[config.mk]
export PLATFORM = sky130hd
export DESIGN_NAME = dmg_reload_cnt
export DESIGN_NICKNAME = d
export VERILOG_FILES = /design/src/rtl/dmg_reload_cnt.sv
export SDC_FILE = /design/constraint.sdc
export NUM_CORES = 1
export LEC_CHECK = 0
export ABC_CLOCK_PERIOD_IN_PS = 1800
export CAP_MARGIN = 20
export CORE_ASPECT_RATIO = 1.5
export CORE_MARGIN = 10
export CORE_UTILIZATION = 30
export DETAILED_ROUTE_END_ITERATION = 10
export PLACE_DENSITY_LB_ADDON = 0.05
export SETUP_SLACK_MARGIN = 0.05
export SYNTH_ARGS = -nofsm -noshare
export SYNTH_HDL_FRONTEND = slang
export SYNTH_SLANG_ARGS = --single-unit
[constraint.sdc]
create_clock -name clk -period 1.8 [get_ports clk]
set_input_delay 0.18 -clock clk [delete_from_list [all_inputs] [get_ports clk]]
set_output_delay 0.18 -clock clk [all_outputs]
set_load 0.05 [all_outputs]
[src/rtl/dmg_reload_cnt.sv]
// Reloading up-counter advanced on the falling edge of a gated tick level.
// On wrap from all-ones the counter either reloads immediately (RELOAD_DELAY=0)
// or passes through one cycle at zero in RELOAD_PENDING before reloading
// (RELOAD_DELAY=1). A load in the pending cycle cancels the reload and its ovf.
//
//   state             | meaning
//   ------------------+-----------------------------------------------------
//   ST_COUNT          | normal counting, load or inc applied to the counter
//   ST_RELOAD_PENDING | wrapped to zero last edge; reload_val lands next edge
module dmg_reload_cnt #(
    parameter int WIDTH        = 8,
    parameter int RELOAD_DELAY = 1
) (
    input  logic             clk,
    input  logic             nres,
    input  logic             en,
    input  logic             tick_src,
    input  logic             load,
    input  logic [WIDTH-1:0] d,
    input  logic [WIDTH-1:0] reload_val,
    output logic [WIDTH-1:0] q,
    output logic             ovf,
    output logic             pending
);

    typedef enum logic {
        ST_COUNT,
        ST_RELOAD_PENDING
    } state_t;

    localparam logic [WIDTH-1:0] CNT_ONE  = {{(WIDTH-1){1'b0}}, 1'b1};
    localparam logic [WIDTH-1:0] CNT_ONES = {WIDTH{1'b1}};

    state_t           state_q, state_d;
    logic [WIDTH-1:0] cnt_q, cnt_d;
    logic             ovf_q, ovf_d;
    logic             g_dly_q;
    logic             g;
    logic             inc;

    // Gated tick and its falling edge; releasing en while tick_src is high
    // also looks like a falling edge and counts once.
    assign g   = en & tick_src;
    assign inc = g_dly_q & ~g;

    // Tick history register; clears on reset so the first edge never counts.
    always_ff @(posedge clk or negedge nres) begin
        if (!nres) begin
            g_dly_q <= 1'b0;
        end else begin
            g_dly_q <= g;
        end
    end

    // Counter, state and overflow registers.
    always_ff @(posedge clk or negedge nres) begin
        if (!nres) begin
            state_q <= ST_COUNT;
            cnt_q   <= '0;
            ovf_q   <= 1'b0;
        end else begin
            state_q <= state_d;
            cnt_q   <= cnt_d;
            ovf_q   <= ovf_d;
        end
    end

    // Next-state logic: load beats inc, wrap either reloads now or defers.
    always_comb begin
        state_d = state_q;
        cnt_d   = cnt_q;
        ovf_d   = 1'b0;
        unique case (state_q)
            ST_COUNT: begin
                if (load) begin
                    cnt_d = d;
                end else if (inc) begin
                    if (cnt_q != CNT_ONES) begin
                        cnt_d = cnt_q + CNT_ONE;
                    end else if (RELOAD_DELAY == 1) begin
                        cnt_d   = '0;
                        state_d = ST_RELOAD_PENDING;
                    end else begin
                        cnt_d = reload_val;
                        ovf_d = 1'b1;
                    end
                end
            end
            ST_RELOAD_PENDING: begin
                // Any inc arriving this cycle is intentionally dropped.
                state_d = ST_COUNT;
                if (load) begin
                    cnt_d = d;
                end else begin
                    cnt_d = reload_val;
                    ovf_d = 1'b1;
                end
            end
            default: begin
                state_d = ST_COUNT;
            end
        endcase
    end

    assign q       = cnt_q;
    assign ovf     = ovf_q;
    assign pending = (RELOAD_DELAY == 1) && (state_q == ST_RELOAD_PENDING);

endmodule

==> Yosys cells after proc, flatten, opt, wreduce, memory -nomap -nowiden <==
Cells that the tools add are included.
W data, S select, Z words.
{ "word_totals": {"reg_bits": 11, "latch_bits": 0, "ramBits": 0, "rom_bits": 0, "inputBits": 21, "out_inout_bits": 10, "wordCells": 22, "n_memories": 0} }
{ "classes": {"addsub": 1, "n_mul": 0, "div_mod_pow": 0, "order_cmp": 0, "eq_ne": 2, "shifts": 0, "n_mux": 11, "bitwise_logic": 4, "n_reduce_logical": 0} }
{ "ops": {"columns": ["operator", "count"], "rows": [
  ["$mux W8", 4],
  ["$pmux W8 S2", 1],
  ["$add A8 B1 Y8 const B", 1],
  ["$ne A8 B8 Y1 const B", 1],
  ["$mux W1", 4],
  ["$pmux W1 S2", 2],
  ["$ne A3 B3 Y1 const B", 1],
  ["$and A1 B1 Y1", 2],
  ["$not A1 Y1", 2]
]} }

==> Depth between registers and ports, before layout <==
{ "logic_depth": {"ltp_word": 6, "mapped_depth": 6, "ltp_nobuf": 5} }

==> Least setup slack after synthesis <==
No wires, ideal clock.
{ "synth_path": {"path_type": "register -> register", "from": "register cnt_q[0] (netlist: q[0])", "to": "register cnt_q[3] (netlist: q[3])", "setup_time_ns": 0.132, "arrival_time_ns": 1.585, "t_required_ns": 1.668, "slack_ns": 0.084, "stages_incl_launch_ff": 6, "n_path_buf": 0, "synth_period_minus_slack_ns": 1.716, "path_cell_list": "dfrtp_1 -> ha_1 -> and4_1 -> nand4_1 -> a21oi_1 -> o21ai_1"} }
{ "synth_via": {"elab_chain_cells": 5, "word_cells_on_any_way": 6, "classes_between": "add/sub: 1; eq/ne: 1; mux: 4"} }
{ "synth_rtl": {"columns": ["item", "line_no", "text"], "rows": [
  ["start: declaration", "35", "logic [WIDTH-1:0] cnt_q, cnt_d;"],
  ["start signal: assignment", "63", "cnt_q <= cnt_d;"],
  ["$add A8 B1 Y8 or $ne A8 B8 Y1 (tied branches)", "79, 78", null],
  ["$mux W8 *", "78", "if (cnt_q != CNT_ONES) begin"],
  ["$mux W8 *", "77", "end else if (inc) begin"],
  ["$mux W8 *", "75", "if (load) begin"],
  ["$pmux W8 S2 *", "73", "unique case (state_q)"]
]} }
Mark *: on every way between the ends. The rest lies on a longest branch, timed or not. The select of a mux whose other input is x is not followed.
A chain may end at the register's enable or synchronous reset.

==> Worst setup path after layout <==
{ "layout_path": {"from": "register cnt_q[6] (netlist: q[6])", "to": "output port q[6]"} }
{ "layout_lines": {"columns": ["item", "line_no", "text"], "rows": [
  ["end: declaration", "21", "output logic [WIDTH-1:0] q,"]
]} }
No word-level cell between the ends.

==> metrics.csv <==
metric,value,unit
status,"complete, no violations",
worstPathArrival,1490,ps
max_stage_delay,830,ps
grt_antenna_before_repair,0,
place_congestion,0.770,
critPathBufInv,1,
utilization,47.1,%
cts_tree,built,
min_period,1670,ps
grt_usage,9.61,%
startpoint_type,flop,
switching_share,35.0,%
power.share.clock,24.1,%
cp_data_required_time,1620,ps
cell_internal_pwr,465,uW
syn_area,689,sq um
irDropWorstVdd,0.291,mV
critPathCaptureType,output pin,
drt-initial-drc-count,16,
cap_violations,0,
drive_gt1_share,15.6,%
cts_num_sinks,11,
fill_cells,232,
reg2reg_setup_slack,300,ps
drc_errors,0,
rsz0062_at_grt,no,
final_common_cell,clkdlybuf4s50_1,
slew_headroom,63.9,%
routed_wl,2170,um
row_count,21,
cts_buffers,3,
ys_types,34,
ctsHoldBuffers,0,
path_delay_family,buffers and inverters,
pwr-share-comb,34.6,%
syn2layout_area_growth,50.6,%
hpwl,1760,um
critPathKind,flop to output pin,
ant_nets,0,
htreeDepth,1,
syn_avg_cell_area,9.19,sq um
syn-num-nets,97,
drv_slew,0,
seq_area,275,sq um
tns,0,ps
path_cells,clkdlybuf4s50_1,
path_clk_slew,80,ps
reg2reg_depth,5,
start_util,31.2,%
clk_latency,260,ps
net-switching-power,250,uW
cts_buffer_depth,2,
power.share.sequential,41.3,%
most-common-layout-cells,"clkdlybuf4s50_1 (23), nand2_1 (11), dfrtp_1 (11)",
ys_seq_area_share,39.9,%
fmax,597,MHz
r2r_end,q[3],
crit_fanout,4,
multi_input_area,382,sq um
die_y,78.7,um
diodes,0,
hold_class,input pin to asynchronous set/reset pin,
yosysWarnings,0,
wl_per_cell,16.5,um
power_leakage,0.439,nW
nNetsFinal,132,
syn_inst,75,
powerDensity,689,nW/um^2
final_hold_viol_count,0,
core,2210,sq um
grt_pass1_wl,3560,um
grt_pass1_vias,744,
vias,708,
post-route-period-util,93.0,%
r2r_start,q[1],
startpoint,q[6],
grt_max_degree,12,
clock_skew,1.40,ps
endpoint,q[6],
first_pass_iters,4,
cp.depth,1,
die-area,4650,sq um
die_x,59.1,um
ios,31,
overflow,0,
port_buffers,30,
setup_viol_count_final,0,
cts_root_buf,clkbuf_4,
yosys_register_bits,11,
crit_path_top_delay_cell,clkdlybuf4s50_1,
drt-vias-per-instance,5.36,
worstMarginPinSlew,539,ps
-- how the worst min path moves through the flow --
stage | startpoint | endpoint
2_1_floorplan | nres | g_dly_q
3_3_place_gp | nres | ovf
3_5_place_dp | nres | ovf
4_1_cts | nres | q[7]
5_1_grt | nres | ovf
6_report | nres | ovf
-- per-layer routing --
metal / track usage [%] / vias to the layer above / share of wire [%] / routed length (um)
met2: 16.6 / 23 / 53 / 1150
met5: 0 / - / 0 / 0
met1: 10.7 / 333 / 38 / 833
li1: - / 350 / - / -
met3: 2.87 / 2 / 7.7 / 167
met4: 3.46 / 0 / 0.92 / 20
-- synth_stat cells --
cell,number,share of area [%]
buf_6,1,1.6
a221o_1,1,1.5
a21oi_1,6,4.4
nand4_1,1,0.91
nor3_1,1,0.73
nor2_1,2,1.1
inv_1,1,0.54
o31ai_1,2,2.2
a21boi_1,1,1.1
dfrtp_1,11,40
buf_4,1,1.1
and4_1,1,1.3
mux2i_1,1,1.5
nor4_1,1,0.91
o21ai_1,4,2.9
nand3_1,4,2.9
ha_1,1,1.8
nor2b_1,1,0.91
a32o_1,1,1.5
a2bb2oi_1,2,2.5
o41ai_1,1,1.3
nor2_2,1,0.91
mux2_2,1,1.6
a22oi_1,4,4.4
and2_1,2,1.8
a21boi_2,1,1.6
a221oi_1,1,1.3
o21ai_0,1,0.73
buf_2,2,1.5
and3_1,2,1.8
a21bo_1,1,1.5
or2_1,1,0.91
a22oi_2,2,3.6
nand2_1,11,6.0
-- power by group through the flow --
stage          clock network, mW  registers (mW)  logic (mW)
2_1_floorplan                  0           0.365      0.0717
3_3_place_gp                   0           0.300       0.250
3_5_place_dp                   0           0.301       0.251
4_1_cts                    0.181           0.296       0.252
5_1_grt                    0.191           0.300       0.268
6_report                   0.173           0.295       0.247
-- timing repair --
item | CTS | global route
endpoints found under the setup margin | 0 | 2
resized for setup | 0 | 2
buffers inserted | 0 | 0
-- registers in the layout, summed over array words and instances (netlist names) --
signal,flops
g_dly_q,1
pending,1
q,8
ovf,1
-- logic make-up after synthesis --
family	count (synthesis)	share of synthesized area, %
compound gates	28	30.3
mux	2	3.09
fa+ha+maj	1	1.81
buf+inv	5	4.72
simple gates	28	20.1
flops	11	39.9
-- cell type report --
cell class,instances,share of cell area (%)
multi-input combinational,59,36.7
inverter,1,0.361
sequential,11,26.5
tap,23,2.77
clock buffer,4,2.53
timing repair buffer,34,31.1
-- stage by stage --
stage / cell area (sq um) / worst slack (ps) / cells / hold WS (ps) / power [mW]
after floorplan: 689 / 83.5 / 75 / -116 / 0.436
after global placement: 1010 / 212 / 128 / 586 / 0.550
after detailed placement: 1010 / 189 / 128 / 577 / 0.552
after CTS: 1030 / 62.8 / 132 / 287 / 0.729
after global routing: 1040 / 77.0 / 132 / 293 / 0.759
final: 1040 / 126 / 132 / 262 / 0.715
Power figures use the tool's default switching activity.
==> edit 1: new RTL, config.mk and constraints unchanged <==
`WIDTH`: 8 -> 10.
--- a/src/rtl/dmg_reload_cnt.sv
+++ b/src/rtl/dmg_reload_cnt.sv
@@ -9,5 +9,5 @@
 //   ST_RELOAD_PENDING | wrapped to zero last edge; reload_val lands next edge
 module dmg_reload_cnt #(
-    parameter int WIDTH        = 8,
+    parameter int WIDTH        = 10,
     parameter int RELOAD_DELAY = 1
 ) (
Ports: changed (resized d, q and reload_val); port bits go from 31 to 37. The function was not compared with the original's and may differ.
==> edit 1 against the unedited design <==
- worst setup slack worse by 23 ps
- sequential cell count up 2
- global-route usage up 1.7 points
- sequential share of layout area down 0.79 points
- worst hold slack better by 14 ps
- critical path depth unchanged
- sequential power up 26%
- clock power up 13%
- total power up 31%
- critical endpoint is now q[1]
- routed wire length up 29%
- synthesized area up 15%
- combinational power up 48%
- cell area up 23%
==> edit 1: results (changes against the unedited design) <==
----------------------------------------------------
[Timing]
  Largest clock skew in the final design ... 6.389 ps (was 1.403 ps)
  Worst-Margin Slew ... 635.1 ps (was 539.3 ps)
  Final critical-path share of the clock period ... 94.25% (was 92.98%)

[Worst setup path]
  Number of cell instances on the worst register-to-register path ... 5 (unchanged)
  Start point of the critical path ... q[1]$_DFFE_PN0P_ (was q[6]$_DFFE_PN0P_)
  WP data arrival ... 1520 ps (was 1490 ps)
  Launch point of the worst reg-to-reg path ... q[0]$_DFFE_PN0P_ (was q[1]$_DFFE_PN0P_)
  Flop-to-flop setup slack ... 120 ps (was 300 ps)
  Critical-path top delay cell ... clkdlybuf4s50_1 (unchanged)
  Largest incremental delay on the critical path ... 820 ps
  Worst reg2reg endpoint ... q[0]$_DFFE_PN0P_ (was q[3]$_DFFE_PN0P_)
  Worst setup endpoint ... q[1] (was q[6])
  Maximum net fanout on the critical path ... 4 (unchanged)

[Pwr]
  VDD IR max ... 0.3793 mV (was 0.2910 mV)
  Total leakage power ... 0.5399 nW (was 0.4387 nW)

[Synth]
  Post-synthesis net count ... 113 (was 97)
  Count of cell types in the netlist ... 38 (was 34)
  YS warnings ... 0 (unchanged)
  Leading cell types by count after synthesis ... dfrtp_1 (13), nand2_1 (11), a21oi_1 (9) (was dfrtp_1 (11), nand2_1 (11), a21oi_1 (6))
  Sequential area share after synthesis ... 41.14% (was 39.93%)
  Most area-consuming cells after synthesis ... dfrtp_1 (41%), a21oi_1 (5.7%), nand2_1 (5.2%) (was dfrtp_1 (40%), nand2_1 (6.0%), a21oi_1 (4.4%))

[Placed design]
  Total half-perimeter wirelength after legalization and detailed placement ... 2264 um (was 1755 um)
  Post-place instance area ... 1205 um2 (was 1007 um2)
  Port buffer count ... 36 (was 30)
  Final weighted congestion in routability-driven placement ... 0.8423 (was 0.7696)
  Worst setup slack before clock tree synthesis ... 111.8 ps (was 188.8 ps)

[Global route]
  Maximum number of pins on one net before global-route repair ... 14 (was 12)
  Wire length of the first global-routing pass ... 4485 um (was 3560 um)
  Global router's overall resource usage ... 11.28% (was 9.608%)
  Initial antenna violation count ... 0 (unchanged)
  Vias in the first global route ... 955 (was 744)

[Final layout]
  Final nets ... 162 (was 132)
  Area used by sequential logic in the layout ... 327.8 um2 (was 275.3 um2)
  Fraction of final layout cells sized beyond drive strength 1 ... 20.74% (was 15.60%)
  Layout filler cell count ... 245 (was 232)
  Flip-flop count of the largest register after layout ... 10 (was 8)

[Status]
  Outcome ... complete, no violations (unchanged)

[Clock network]
  Clock Pin Slew Worst Setup and Hold Paths ... 90 ps
  Source-to-sink clock delay at the later pin of the worst-skew pair ... 290 ps (was 260 ps)

[Worst hold path]
  Path class of the lowest-slack min-delay path ... input port to asynchronous set/reset pin (unchanged)

[Route]
  Number of vias after detailed routing ... 931 (was 708)
  Total wirelength of the detailed-routed design ... 2811 um (was 2172 um)
  DR iter-0 viols ... 44 (was 16)

----------------------------------------------------
-- edit 1: cell types whose count changed in the layout (fill, tap and decap cells not counted), sizes merged, moves of 2 or more --
cell	delta
dfrtp	+2
buf	+8
a21oi	+3
o21ai	-2
and3	-2
inv	+3
a222oi	+2
o211ai	+4
nand4	+2
clkdlybuf4s50	+3
-- edit 1: area by class of cell --
cell class,instances,area share (%)
clock buffers,4,2.061
repair buffers,46,33.07
flip-flops and latches,13,25.71
multi-input cells,68,35.62
inverters,4,1.178
well taps,24,2.355
-- edit 1: layer usage --
layer  part of all wire [%]  track usage, %  routed length (um)
met1                     39           12.69                1090
met2                     48           17.37                1342
met3                    9.9           3.659                 278
met4                    3.5           6.911                  99
met5                      0               0                   0
-- edit 1: what timing repair did --
item / in CTS / in global routing
gates resized for setup: 1 / 3
pin swaps: 0 / 2
setup buffers: 0 / 4
hold buffers: 0 / 0
setup endpoints to repair: 1 / 4
-- edit 1: logic make-up (layout without fill, tap and decap cells) --
| group | count (synthesis) | count (layout) | share of synthesized area, % |
|---|---|---|---|
| simple gates | 32 | 32 | 22.79 |
| compound gates | 35 | 35 | 31.49 |
| flops | 13 | 13 | 41.14 |
| buf+inv | 6 | 54 | 3.005 |
| fa+ha+maj | 1 | 1 | 1.582 |
-- edit 1: power by group --
part | switching [mW] | internal, mW | leakage, nW
Combinational | 0.204 | 0.163 | 0.364
Clock | 0.110 | 0.0862 | 0.0150
Sequential | 0.0473 | 0.323 | 0.161
-- edit 1: metrics by stage --
step                      hold slack [ps]  cells
after floorplan                    -115.6     87
after global placement              578.1    151
after detailed placement            595.0    151
after CTS                           300.5    155
after global routing                318.1    159
final                               275.4    159
==> edit 2: new RTL, same settings <==
Without the edit above. Register the input `reload_val` before use. The logic sees it one clock later. The other inputs are not delayed to match.
--- a/src/rtl/dmg_reload_cnt.sv
+++ b/src/rtl/dmg_reload_cnt.sv
@@ -31,4 +31,10 @@
     localparam logic [WIDTH-1:0] CNT_ONE  = {{(WIDTH-1){1'b0}}, 1'b1};
     localparam logic [WIDTH-1:0] CNT_ONES = {WIDTH{1'b1}};
+
+    logic [WIDTH-1:0] reload_val_q;
+
+    always_ff @(posedge clk) begin
+        reload_val_q <= reload_val;
+    end
 
     state_t           state_q, state_d;
@@ -82,5 +88,5 @@
                         state_d = ST_RELOAD_PENDING;
                     end else begin
-                        cnt_d = reload_val;
+                        cnt_d = reload_val_q;
                         ovf_d = 1'b1;
                     end
@@ -93,5 +99,5 @@
                     cnt_d = d;
                 end else begin
-                    cnt_d = reload_val;
+                    cnt_d = reload_val_q;
                     ovf_d = 1'b1;
                 end
Check against the original RTL: not equivalent (a bounded check fails within 4 cycles, from zero or initial values).
==> edit 2 against the unedited design <==
- sequential cell count increased by 8
- worst setup slack better by 13 ps
- synthesized area up 17%
- worst hold slack worse by 43 ps
- count of clock-buffer cells in the layout decreased by 1
- total power is 46% higher
- combinational power rose by 32%
- sequential power is 69% higher
- first-iteration DRC count grew 50%
- routed wire length is 5.3% higher
- cell area grew 19%
- critical path depth increased by 4
- highest routed layer unchanged
==> edit 2: results (changes against the unedited design) <==
----------------------------------------------------
[Status]
  Outcome ... complete, no violations (unchanged)

[Final layout]
  Fraction of final layout cells sized beyond drive strength 1 ... 22.22% (was 15.60%)
  Final nets ... 140 (was 132)

[Clock network]
  Source-to-sink clock delay at the later pin of the worst-skew pair ... 300 ps (was 260 ps)
  Clock Pin Slew Worst Setup and Hold Paths ... 110 ps (was 80 ps)

[Synth]
  Leading cell types by count after synthesis ... dfrtp_1 (11), dfxtp_1 (8), nand2_1 (7) (was dfrtp_1 (11), nand2_1 (11), a21oi_1 (6))
  Sequential area share after synthesis ... 54.21% (was 39.93%)
  Most area-consuming cells after synthesis ... dfrtp_1 (34%), dfxtp_1 (20%), a22oi_1 (3.7%) (was dfrtp_1 (40%), nand2_1 (6.0%), a21oi_1 (4.4%))
  Asr flop ratio synth ... 57.89% (was 100.0%)
  Post-synthesis net count ... 99 (was 97)
  Avg Cell Area, Syn ... 10.43 um2 (was 9.192 um2)

[Worst setup path]
  Maximum net fanout on the critical path ... 5 (was 4)
  Kind of critical path ... flip-flop to flip-flop (was flip-flop to primary output)
  Start point of the critical path ... q[0]$_DFFE_PN0P_ (was q[6]$_DFFE_PN0P_)
  Flop-to-flop setup slack ... 140 ps (was 300 ps)

[Placed design]
  Post-Place Cells ... 146 (was 128)
  Worst setup slack before clock tree synthesis ... 91.05 ps (was 188.8 ps)
  Total half-perimeter wirelength after legalization and detailed placement ... 1745 um (was 1755 um)
  Final weighted congestion in routability-driven placement ... 0.8782 (was 0.7696)

[Route]
  Number of vias after detailed routing ... 775 (was 708)
  DR iter-0 viols ... 24 (was 16)
  Routed wirelength normalized by instance count ... 14.95 um (was 16.45 um)
  Met2 Wirelength ... 1159 um (was 1151 um)
  Wire length on met3 ... 91 um (was 167 um)
  Metal-1 WL ... 984 um (was 833 um)

[Pwr]
  Internal ... 0.6902 mW (was 0.4649 mW)
  VDD IR max ... 0.4104 mV (was 0.2910 mV)
  Total leakage power ... 0.5293 nW (was 0.4387 nW)
  Reported sequential group power ... 0.498 mW (was 0.295 mW)
  Power density over the cells ... 849.2 nW/um2 (was 688.6 nW/um2)

[Global route]
  Met3 layer usage reported by global route ... 2.419% (was 2.866%)
  Wire length of the first global-routing pass ... 3836 um (was 3560 um)
  Vias in the first global route ... 861 (was 744)
  Met2 track utilization from global routing ... 14.55% (was 16.56%)
  Global router's overall resource usage ... 8.800% (was 9.608%)

[Timing]
  Final critical-path share of the clock period ... 92.25% (was 92.98%)
  Slew Limit Headroom ... 63.88% (was 63.94%)
  WHS ... 218.9 ps (was 261.7 ps)
  Largest clock skew in the final design ... 1.958 ps (was 1.403 ps)

[Floorplan]
  Die Outline Area ... 5190 um2 (was 4655 um2)

----------------------------------------------------
## edit 2: repair_timing
item	in CTS	in global routing
hold buffers	0	0
pin swaps	0	1
resized for setup	1	3
endpoints found under the setup margin	1	4
buffers inserted	0	3
## edit 2: cell type report
type                       instances  area, um2  share of cell area [%]
clock buffer                       3      22.52                   1.827
clock inverter                     1      5.005                  0.4061
multi-input combinational         55      365.4                   29.64
sequential                        19      437.9                   35.53
tap                               36      45.04                   3.655
timing repair buffer              39      356.6                   28.93
## edit 2: worst max-delay path, cell delays in order, from the launching register on
cell and delay, ps:
dfrtp_2 420, ha_2 220, and4_1 250, a41o_1 260, o22ai_1 120, a211o_1 290
## edit 2: cells by family after synthesis
| group | after synthesis | share of synthesized area [%] |
|---|---|---|
| simple gates | 28 | 18.38 |
| mux | 2 | 2.648 |
| buf+inv | 3 | 1.402 |
| flops | 19 | 54.20 |
| compound gates | 24 | 21.81 |
| fa+ha+maj | 1 | 1.557 |
